File: config.mk
export PLATFORM = sky130hd
export DESIGN_NAME = fetch_stage_flat
export DESIGN_NICKNAME = d
export VERILOG_FILES = /design/src/rtl/mips_pkg.sv /design/src/rtl/fetch_stage_if.sv /design/src/rtl/fetch_stage_if_id_reg.sv /design/src/rtl/fetch_stage.sv /design/src/flat_wrapper.sv
export SDC_FILE = /design/constraint.sdc
export NUM_CORES = 1
export LEC_CHECK = 0
export ABC_AREA = 1
export CAP_MARGIN = 20
export CORE_MARGIN = 2
export CORE_UTILIZATION = 40
export DETAILED_ROUTE_END_ITERATION = 10
export HOLD_SLACK_MARGIN = 0.08
export PLACE_DENSITY = 0.7
export RECOVER_POWER = 100
export SYNTH_ARGS = -nofsm -noshare
export SYNTH_HDL_FRONTEND = slang
export SYNTH_SLANG_ARGS = --single-unit
File: constraint.sdc
create_clock -name clk -period 6.21 [get_ports clk]
set_clock_uncertainty 0.2 [all_clocks]
set_input_delay 0.621 -clock clk [delete_from_list [all_inputs] [get_ports clk]]
set_output_delay 0.621 -clock clk [all_outputs]
set_load 0.005 [all_outputs]
File: src/rtl/mips_pkg.sv
// Shared MIPS definitions for the fetch stage: instruction field positions,
// NOP encoding, fetch FSM state encoding and the default reset PC.
package mips_pkg;

    localparam int OPC_HI   = 31;
    localparam int OPC_LO   = 26;
    localparam int RS_HI    = 25;
    localparam int RS_LO    = 21;
    localparam int RT_HI    = 20;
    localparam int RT_LO    = 16;
    localparam int RD_HI    = 15;
    localparam int RD_LO    = 11;
    localparam int FUNCT_HI = 5;
    localparam int FUNCT_LO = 0;
    localparam int IMM_HI   = 15;
    localparam int IMM_LO   = 0;

    localparam logic [31:0] NOP_INSTR        = 32'h0000_0000;
    localparam logic [31:0] DEFAULT_RESET_PC = 32'h0000_0000;

    typedef enum logic [1:0] {
        ST_IDLE = 2'd0,
        ST_REQ  = 2'd1,
        ST_HOLD = 2'd2,
        ST_DROP = 2'd3
    } fetch_state_t;

    function automatic logic [31:0] word_align(input logic [31:0] addr);
        return {addr[31:2], 2'b00};
    endfunction

endpackage

File: src/rtl/fetch_stage_if.sv
// Instruction-memory request/acknowledge bus between the fetch stage
// (master) and the instruction memory (slave).
interface fetch_stage_if;
    logic        imem_req;
    logic [31:0] imem_addr;
    logic        imem_ack;
    logic [31:0] imem_rdata;

    modport master (output imem_req, output imem_addr,
                    input  imem_ack, input  imem_rdata);
    modport slave  (input  imem_req, input  imem_addr,
                    output imem_ack, output imem_rdata);
endinterface

File: src/rtl/fetch_stage_if_id_reg.sv
// IF/ID pipeline register: flush inserts a NOP bubble and wins over load.
module if_id_reg
    import mips_pkg::*;
(
    input  logic        clk,
    input  logic        rst_n,
    input  logic        i_load,
    input  logic        i_flush,
    input  logic [31:0] i_instr,
    input  logic [31:0] i_pc4,
    output logic        o_valid,
    output logic [31:0] o_instr,
    output logic [31:0] o_pc4
);

    logic        r_valid;
    logic [31:0] r_instr;
    logic [31:0] r_pc4;

    always_ff @(posedge clk) begin
        if (!rst_n) begin
            r_valid <= 1'b0;
            r_instr <= NOP_INSTR;
            r_pc4   <= 32'h0;
        end else if (i_flush) begin
            r_valid <= 1'b0;
            r_instr <= NOP_INSTR;
        end else if (i_load) begin
            r_valid <= 1'b1;
            r_instr <= i_instr;
            r_pc4   <= i_pc4;
        end
    end

    assign o_valid = r_valid;
    assign o_instr = r_instr;
    assign o_pc4   = r_pc4;

endmodule

File: src/rtl/fetch_stage.sv
// Instruction fetch stage: PC, imem req/ack FSM, one-entry skid buffer and
// IF/ID register. Optional counters enabled by FETCH_PERF_CNT_EN.
//
// state | meaning
// IDLE  | just out of reset, no request outstanding
// REQ   | request at PC outstanding (imem_req=1)
// HOLD  | word parked in skid buffer while IF/ID is stalled
// DROP  | orphaned request after redirect; wait for its ack and discard data
module fetch_stage
    import mips_pkg::*;
#(
    parameter logic [31:0] RESET_PC = DEFAULT_RESET_PC
) (
    input  logic                 clk,
    input  logic                 rst_n,
    fetch_stage_if.master        imem,
    input  logic                 stall,
    input  logic                 redirect,
    input  logic [31:0]          redirect_pc,
    output logic                 id_valid,
    output logic [31:0]          id_instr,
    output logic [31:0]          id_pc4,
    output logic [5:0]           Opc,
    output logic [4:0]           id_rs,
    output logic [4:0]           id_rt,
    output logic [4:0]           id_rd,
    output logic [5:0]           id_funct,
    output logic [15:0]          id_imm
`ifdef FETCH_PERF_CNT_EN
    ,
    output logic [31:0]          perf_fetched,
    output logic [31:0]          perf_stall_cyc
`endif
);

    fetch_state_t r_state, w_state_nxt;
    logic [31:0]  r_pc, w_pc_nxt, w_pc_plus4;
    logic [31:0]  r_skid, r_drop_addr;
    logic         w_req, w_load, w_flush, w_skid_ld, w_drop_ld, w_slot_free;
    logic [31:0]  w_ld_instr, w_ld_pc4;

    assign w_pc_plus4  = r_pc + 32'd4;
    assign w_slot_free = !id_valid || !stall;

    always_comb begin
        w_state_nxt = r_state;
        w_pc_nxt    = r_pc;
        w_req       = 1'b0;
        w_load      = 1'b0;
        w_flush     = 1'b0;
        w_skid_ld   = 1'b0;
        w_drop_ld   = 1'b0;
        w_ld_instr  = r_skid;
        w_ld_pc4    = r_pc;
        case (r_state)
            ST_IDLE: begin
                w_state_nxt = ST_REQ;
                if (redirect) begin
                    w_pc_nxt = word_align(redirect_pc);
                    w_flush  = 1'b1;
                end
            end
            ST_REQ: begin
                w_req = 1'b1;
                if (redirect) begin
                    w_pc_nxt = word_align(redirect_pc);
                    w_flush  = 1'b1;
                    if (!imem.imem_ack) begin
                        w_state_nxt = ST_DROP;
                        w_drop_ld   = 1'b1;
                    end
                end else if (imem.imem_ack && w_slot_free) begin
                    w_load     = 1'b1;
                    w_ld_instr = imem.imem_rdata;
                    w_ld_pc4   = w_pc_plus4;
                    w_pc_nxt   = w_pc_plus4;
                end else if (imem.imem_ack) begin
                    w_skid_ld   = 1'b1;
                    w_pc_nxt    = w_pc_plus4;
                    w_state_nxt = ST_HOLD;
                end else if (!stall) begin
                    w_flush = 1'b1;
                end
            end
            ST_HOLD: begin
                // PC already advanced past the parked word, so it equals its pc+4
                if (redirect) begin
                    w_pc_nxt    = word_align(redirect_pc);
                    w_flush     = 1'b1;
                    w_state_nxt = ST_REQ;
                end else if (!stall) begin
                    w_load      = 1'b1;
                    w_state_nxt = ST_REQ;
                end
            end
            ST_DROP: begin
                w_req   = 1'b1;
                w_flush = 1'b1;
                if (redirect) w_pc_nxt = word_align(redirect_pc);
                if (imem.imem_ack) w_state_nxt = ST_REQ;
            end
            default: w_state_nxt = ST_IDLE;
        endcase
    end

    always_ff @(posedge clk) begin
        if (!rst_n) begin
            r_state     <= ST_IDLE;
            r_pc        <= RESET_PC;
            r_skid      <= NOP_INSTR;
            r_drop_addr <= 32'h0;
        end else begin
            r_state <= w_state_nxt;
            r_pc    <= w_pc_nxt;
            if (w_skid_ld) r_skid <= imem.imem_rdata;
            if (w_drop_ld) r_drop_addr <= r_pc;
        end
    end

    assign imem.imem_req  = w_req;
    assign imem.imem_addr = (r_state == ST_DROP) ? r_drop_addr : r_pc;

    if_id_reg u_if_id_reg (
        .clk     (clk),
        .rst_n   (rst_n),
        .i_load  (w_load),
        .i_flush (w_flush),
        .i_instr (w_ld_instr),
        .i_pc4   (w_ld_pc4),
        .o_valid (id_valid),
        .o_instr (id_instr),
        .o_pc4   (id_pc4)
    );

    assign Opc      = id_instr[OPC_HI:OPC_LO];
    assign id_rs    = id_instr[RS_HI:RS_LO];
    assign id_rt    = id_instr[RT_HI:RT_LO];
    assign id_rd    = id_instr[RD_HI:RD_LO];
    assign id_funct = id_instr[FUNCT_HI:FUNCT_LO];
    assign id_imm   = id_instr[IMM_HI:IMM_LO];

`ifdef FETCH_PERF_CNT_EN
    logic [31:0] r_perf_fetched, r_perf_stall_cyc;

    always_ff @(posedge clk) begin
        if (!rst_n) begin
            r_perf_fetched   <= 32'h0;
            r_perf_stall_cyc <= 32'h0;
        end else begin
            if (w_load) r_perf_fetched <= r_perf_fetched + 32'd1;
            if ((r_state == ST_HOLD) || ((r_state == ST_REQ) && !imem.imem_ack))
                r_perf_stall_cyc <= r_perf_stall_cyc + 32'd1;
        end
    end

    assign perf_fetched   = r_perf_fetched;
    assign perf_stall_cyc = r_perf_stall_cyc;
`endif

endmodule

File: src/flat_wrapper.sv
// flat-port wrapper written by rule: the top's interface ports become plain ports
module fetch_stage_flat import mips_pkg::*;
#(
    parameter logic [31:0] RESET_PC = DEFAULT_RESET_PC
)
  (clk, rst_n, stall, redirect, redirect_pc, id_valid, id_instr, id_pc4, Opc, id_rs, id_rt, id_rd, id_funct, id_imm, imem_imem_req, imem_imem_addr, imem_imem_ack, imem_imem_rdata);
  fetch_stage_if imem_i ();
  input  logic clk;
  input  logic rst_n;
  input  logic stall;
  input  logic redirect;
  input  logic [31:0] redirect_pc;
  output logic id_valid;
  output logic [31:0] id_instr;
  output logic [31:0] id_pc4;
  output logic [5:0] Opc;
  output logic [4:0] id_rs;
  output logic [4:0] id_rt;
  output logic [4:0] id_rd;
  output logic [5:0] id_funct;
  output logic [15:0] id_imm;
  output wire logic [$bits(imem_i.imem_req)-1:0] imem_imem_req;
  output wire logic [$bits(imem_i.imem_addr)-1:0] imem_imem_addr;
  input wire logic [$bits(imem_i.imem_ack)-1:0] imem_imem_ack;
  input wire logic [$bits(imem_i.imem_rdata)-1:0] imem_imem_rdata;
  assign imem_imem_req = imem_i.imem_req;
  assign imem_imem_addr = imem_i.imem_addr;
  assign imem_i.imem_ack = imem_imem_ack;
  assign imem_i.imem_rdata = imem_imem_rdata;
  fetch_stage #(.RESET_PC(RESET_PC)) u_core (.clk(clk), .rst_n(rst_n), .imem(imem_i), .stall(stall), .redirect(redirect), .redirect_pc(redirect_pc), .id_valid(id_valid), .id_instr(id_instr), .id_pc4(id_pc4), .Opc(Opc), .id_rs(id_rs), .id_rt(id_rt), .id_rd(id_rd), .id_funct(id_funct), .id_imm(id_imm));
endmodule
==> impl_metrics.json <==
{
  "htreeDepth": 4,
  "nFillCells": 1965,
  "status": "finished with violations",
  "hold_depth": 2,
  "cts-root-buf": "clkbuf_16",
  "grt-ovfl-total": 0,
  "tns_ns": 0,
  "yosys.area.top_type": "dfxtp_1",
  "period_minus_slack_ns": 4.89,
  "drtPass1Iterations": 6,
  "ys_ff_latch": 157,
  "clock.fmax_mhz": 205,
  "cp_slowest_cell": "inv_1",
  "clock_path_buffers": 2,
  "worst_slew_pin_slew_ns": 2.14,
  "crit_cells": 10,
  "synth_cells": 1185,
  "gp_congestion": 0.937,
  "cp_top_family": "buffers and inverters",
  "clkLatencyLatePin_ns": 0.43,
  "violations": "capacitance limit, slew limit",
  "via_count": 8090,
  "clock-sinks": 157,
  "drcViolationCount": 0,
  "grt_pass1_wl_um": 38600,
  "rows": 51,
  "path_cells": "dlygate4sd3_1 > inv_1 > nand2_1 > inv_1 > o21ai_1 > nand2_1 > nand2_1 > inv_1 > o21ai_0 > a21oi_1",
  "wl_per_cell_um": 15.2,
  "r2r_cells": 9,
  "vias_per_cell": 5.12,
  "place_ws_ns": 1.63,
  "syn_avg_cell_area_um2": 6.73,
  "die_h_um": 145,
  "synth_edf_count": 0,
  "placed_cells": 1549,
  "antenna_found_initial": 1,
  "slew_headroom_pct": -42.9,
  "nets": 1376,
  "ir_drop_uv": 195,
  "yosysTopAreaCellShare_pct": 39.4,
  "hold_class": "flip-flop to flip-flop",
  "synth-async-reset-ratio_pct": 0,
  "syn_area_um2": 7970,
  "io_pins": 210,
  "fp.dieArea_um2": 21100,
  "antenna_left": 0,
  "cp.arrival_ns": 5.04,
  "initial_core_util_pct": 40.8,
  "drv_cap": 3,
  "cp_max_fo": 26,
  "core_um2": 19500,
  "drive_above_1_share_pct": 3.73,
  "cts_tree": "built",
  "clkTransAtPathRegs_ns": 0.06,
  "synthTopCellsByArea": "dfxtp_1, nand2_1, o21ai_0",
  "grt_start_max_net_pins": 109,
  "grt_use_total_pct": 22.6,
  "p_per_area_nw_per_um2": 244,
  "crit_required_ns": 6.36,
  "fin_ws_ns": 1.32,
  "portBuffers": 203,
  "path_buf_inv": 4,
  "cp-end-kind": "flip-flop",
  "crit_path_max_incr_delay_ns": 0.85,
  "worstSetupStartpointType": "primary input",
  "syn2layout_area_growth_pct": 28.9,
  "hold_viol": 0,
  "postCtsSetupRepairBufs": 0,
  "power_leakage_nw": 4.53,
  "final_cell_count_no_fill": 1581,
  "path_class": "primary input to flip-flop",
  "rsz0062_at_grt": "false",
  "drv_slew": 164,
  "setup_viol": 0,
  "hold_buffers": 0,
  "drtIter0Drc": 631,
  "dieWidth_um": 145,
  "dp_hpwl_um": 16400,
  "synthFlopType": "dfxtp_1",
  "first_global_vias": 7465,
  "cts_resized": 0,
  "routed_wl_um": 24100,
  "yosysSeqAreaShare_pct": 39.4,
  "synth_warnings": 0,
  "numCtsBuffers": 17,
  "ys_types": 33,
  "timing.final.crit_share_pct": 78.7
}
-- sequential cells by signal, summed over array words and instances, names as in the netlist --
| name | flops |
|---|---|
| u_core.r_drop_addr | 30 |
| u_core.r_skid | 32 |
| u_core.r_state | 2 |
| u_core.u_if_id_reg.o_valid | 1 |
| u_core.r_pc | 30 |
| u_core.u_if_id_reg.o_instr | 32 |
| u_core.u_if_id_reg.o_pc4 | 30 |
-- metal layers --
metal | share of wire, % | vias to the layer above | global-route usage, %
met4 | 3.0 | 0 | 8.28
li1 | - | 4052 | -
met5 | 0 | - | 0
met1 | 43 | 3720 | 28.3
met2 | 47 | 280 | 37.7
met3 | 7.2 | 38 | 5.41
-- cells by family after synthesis --
family,share of synthesized area [%]
xor+xnor,0.879
flops,39.4
compound gates,22.3
other cells,0.0470
buf+inv,12.1
fa+ha+maj,0.628
simple gates,24.7
-- synthesized netlist by cell type (2+ instances only) --
| cell | instances |
|---|---|
| nor3_1 | 3 |
| nand2_4 | 2 |
| a21oi_1 | 107 |
| a211oi_1 | 2 |
| dfxtp_1 | 157 |
| ha_1 | 4 |
| o22ai_1 | 7 |
| nor2_2 | 2 |
| nor2_1 | 127 |
| inv_1 | 70 |
| inv_2 | 5 |
| buf_2 | 10 |
| buf_4 | 52 |
| clkinv_1 | 2 |
| or2_2 | 5 |
| nand4_1 | 2 |
| buf_6 | 4 |
| nand2_1 | 315 |
| o21bai_1 | 30 |
| nand3_1 | 37 |
| o21ai_0 | 146 |
| xor2_1 | 8 |
| clkbuf_1 | 49 |
| a31oi_1 | 30 |
-- tightest hold or removal path, cell delays in order (launching register included) --
cell and delay [ns]:
dfxtp_1 0.30, inv_1 0.06, a21oi_1 0.05
-- layout make-up --
cell class / instances / area, µm² / share of cell area (%)
diodes: 1 / 2.50 / 0.0243
well taps: 265 / 332 / 3.23
clock buffers: 20 / 457 / 4.44
multi-input cells: 838 / 3860 / 37.6
clock inverters: 11 / 108 / 1.05
repair buffers: 212 / 2080 / 20.3
flip-flops and latches: 157 / 3140 / 30.6
inverters: 77 / 289 / 2.81
-- where the power goes --
part	switching [mW]	total [mW]	internal, mW
registers	0.0483	1.10	1.06
clock network	0.435	1.01	0.575
logic	0.218	0.390	0.172
-- final timing paths --
kind	slack [ns]	to	from
min	0.26	u_core.r_skid[31]	u_core.r_skid[31]
min reg2reg	0.26	u_core.r_skid[31]	u_core.r_skid[31]
max reg2reg	2.44	u_core.u_if_id_reg.o_pc4[2]	u_core.r_state[0]
max	1.32	u_core.u_if_id_reg.o_pc4[2]	redirect
-- layout by cell type (no fill, tap or decap), types with 2 or more instances in the layout --
cell type        netlist  final
conb_1                 1      4
nand2_1              315    316
dfxtp_1              157    157
nor2_2                 2      3
buf_4                 52      6
nor2_1               127    127
clkinv_2               0      2
o21bai_1              30     30
dlygate4sd3_1          0    137
o22ai_1                7      7
o21ai_0              146    146
clkbuf_8               0      2
a211oi_1               2      2
inv_1                 70     74
clkinv_4               0      2
clkdlybuf4s50_1        0     65
clkinv_1               2      2
xor2_1                 8      8
nand4_1                2      2
clkbuf_1              49      4
clkbuf_16              0     17
ha_1                   4      4
or2_2                  5      5
a31oi_1               30     30
nor3_1                 3      3
inv_6                  0      4
a21oi_1              107    107
nand3_1               37     37
clkinvlp_4             0      2
-- through the flow --
stage / power [mW] / hold WS [ns] / cell area, µm² / util [%]
2_1_floorplan: 1.34 / 0.225 / 7980 / -
3_3_place_gp: 1.53 / 0.241 / 9740 / 49.9
6_report: 2.50 / 0.257 / 10300 / 52.6
3_5_place_dp: 1.53 / 0.247 / 9740 / 49.9
4_1_cts: 2.54 / 0.259 / 10300 / 52.8
5_1_grt: 2.61 / 0.276 / 10300 / 52.6
Power figures use the tool's default switching activity.
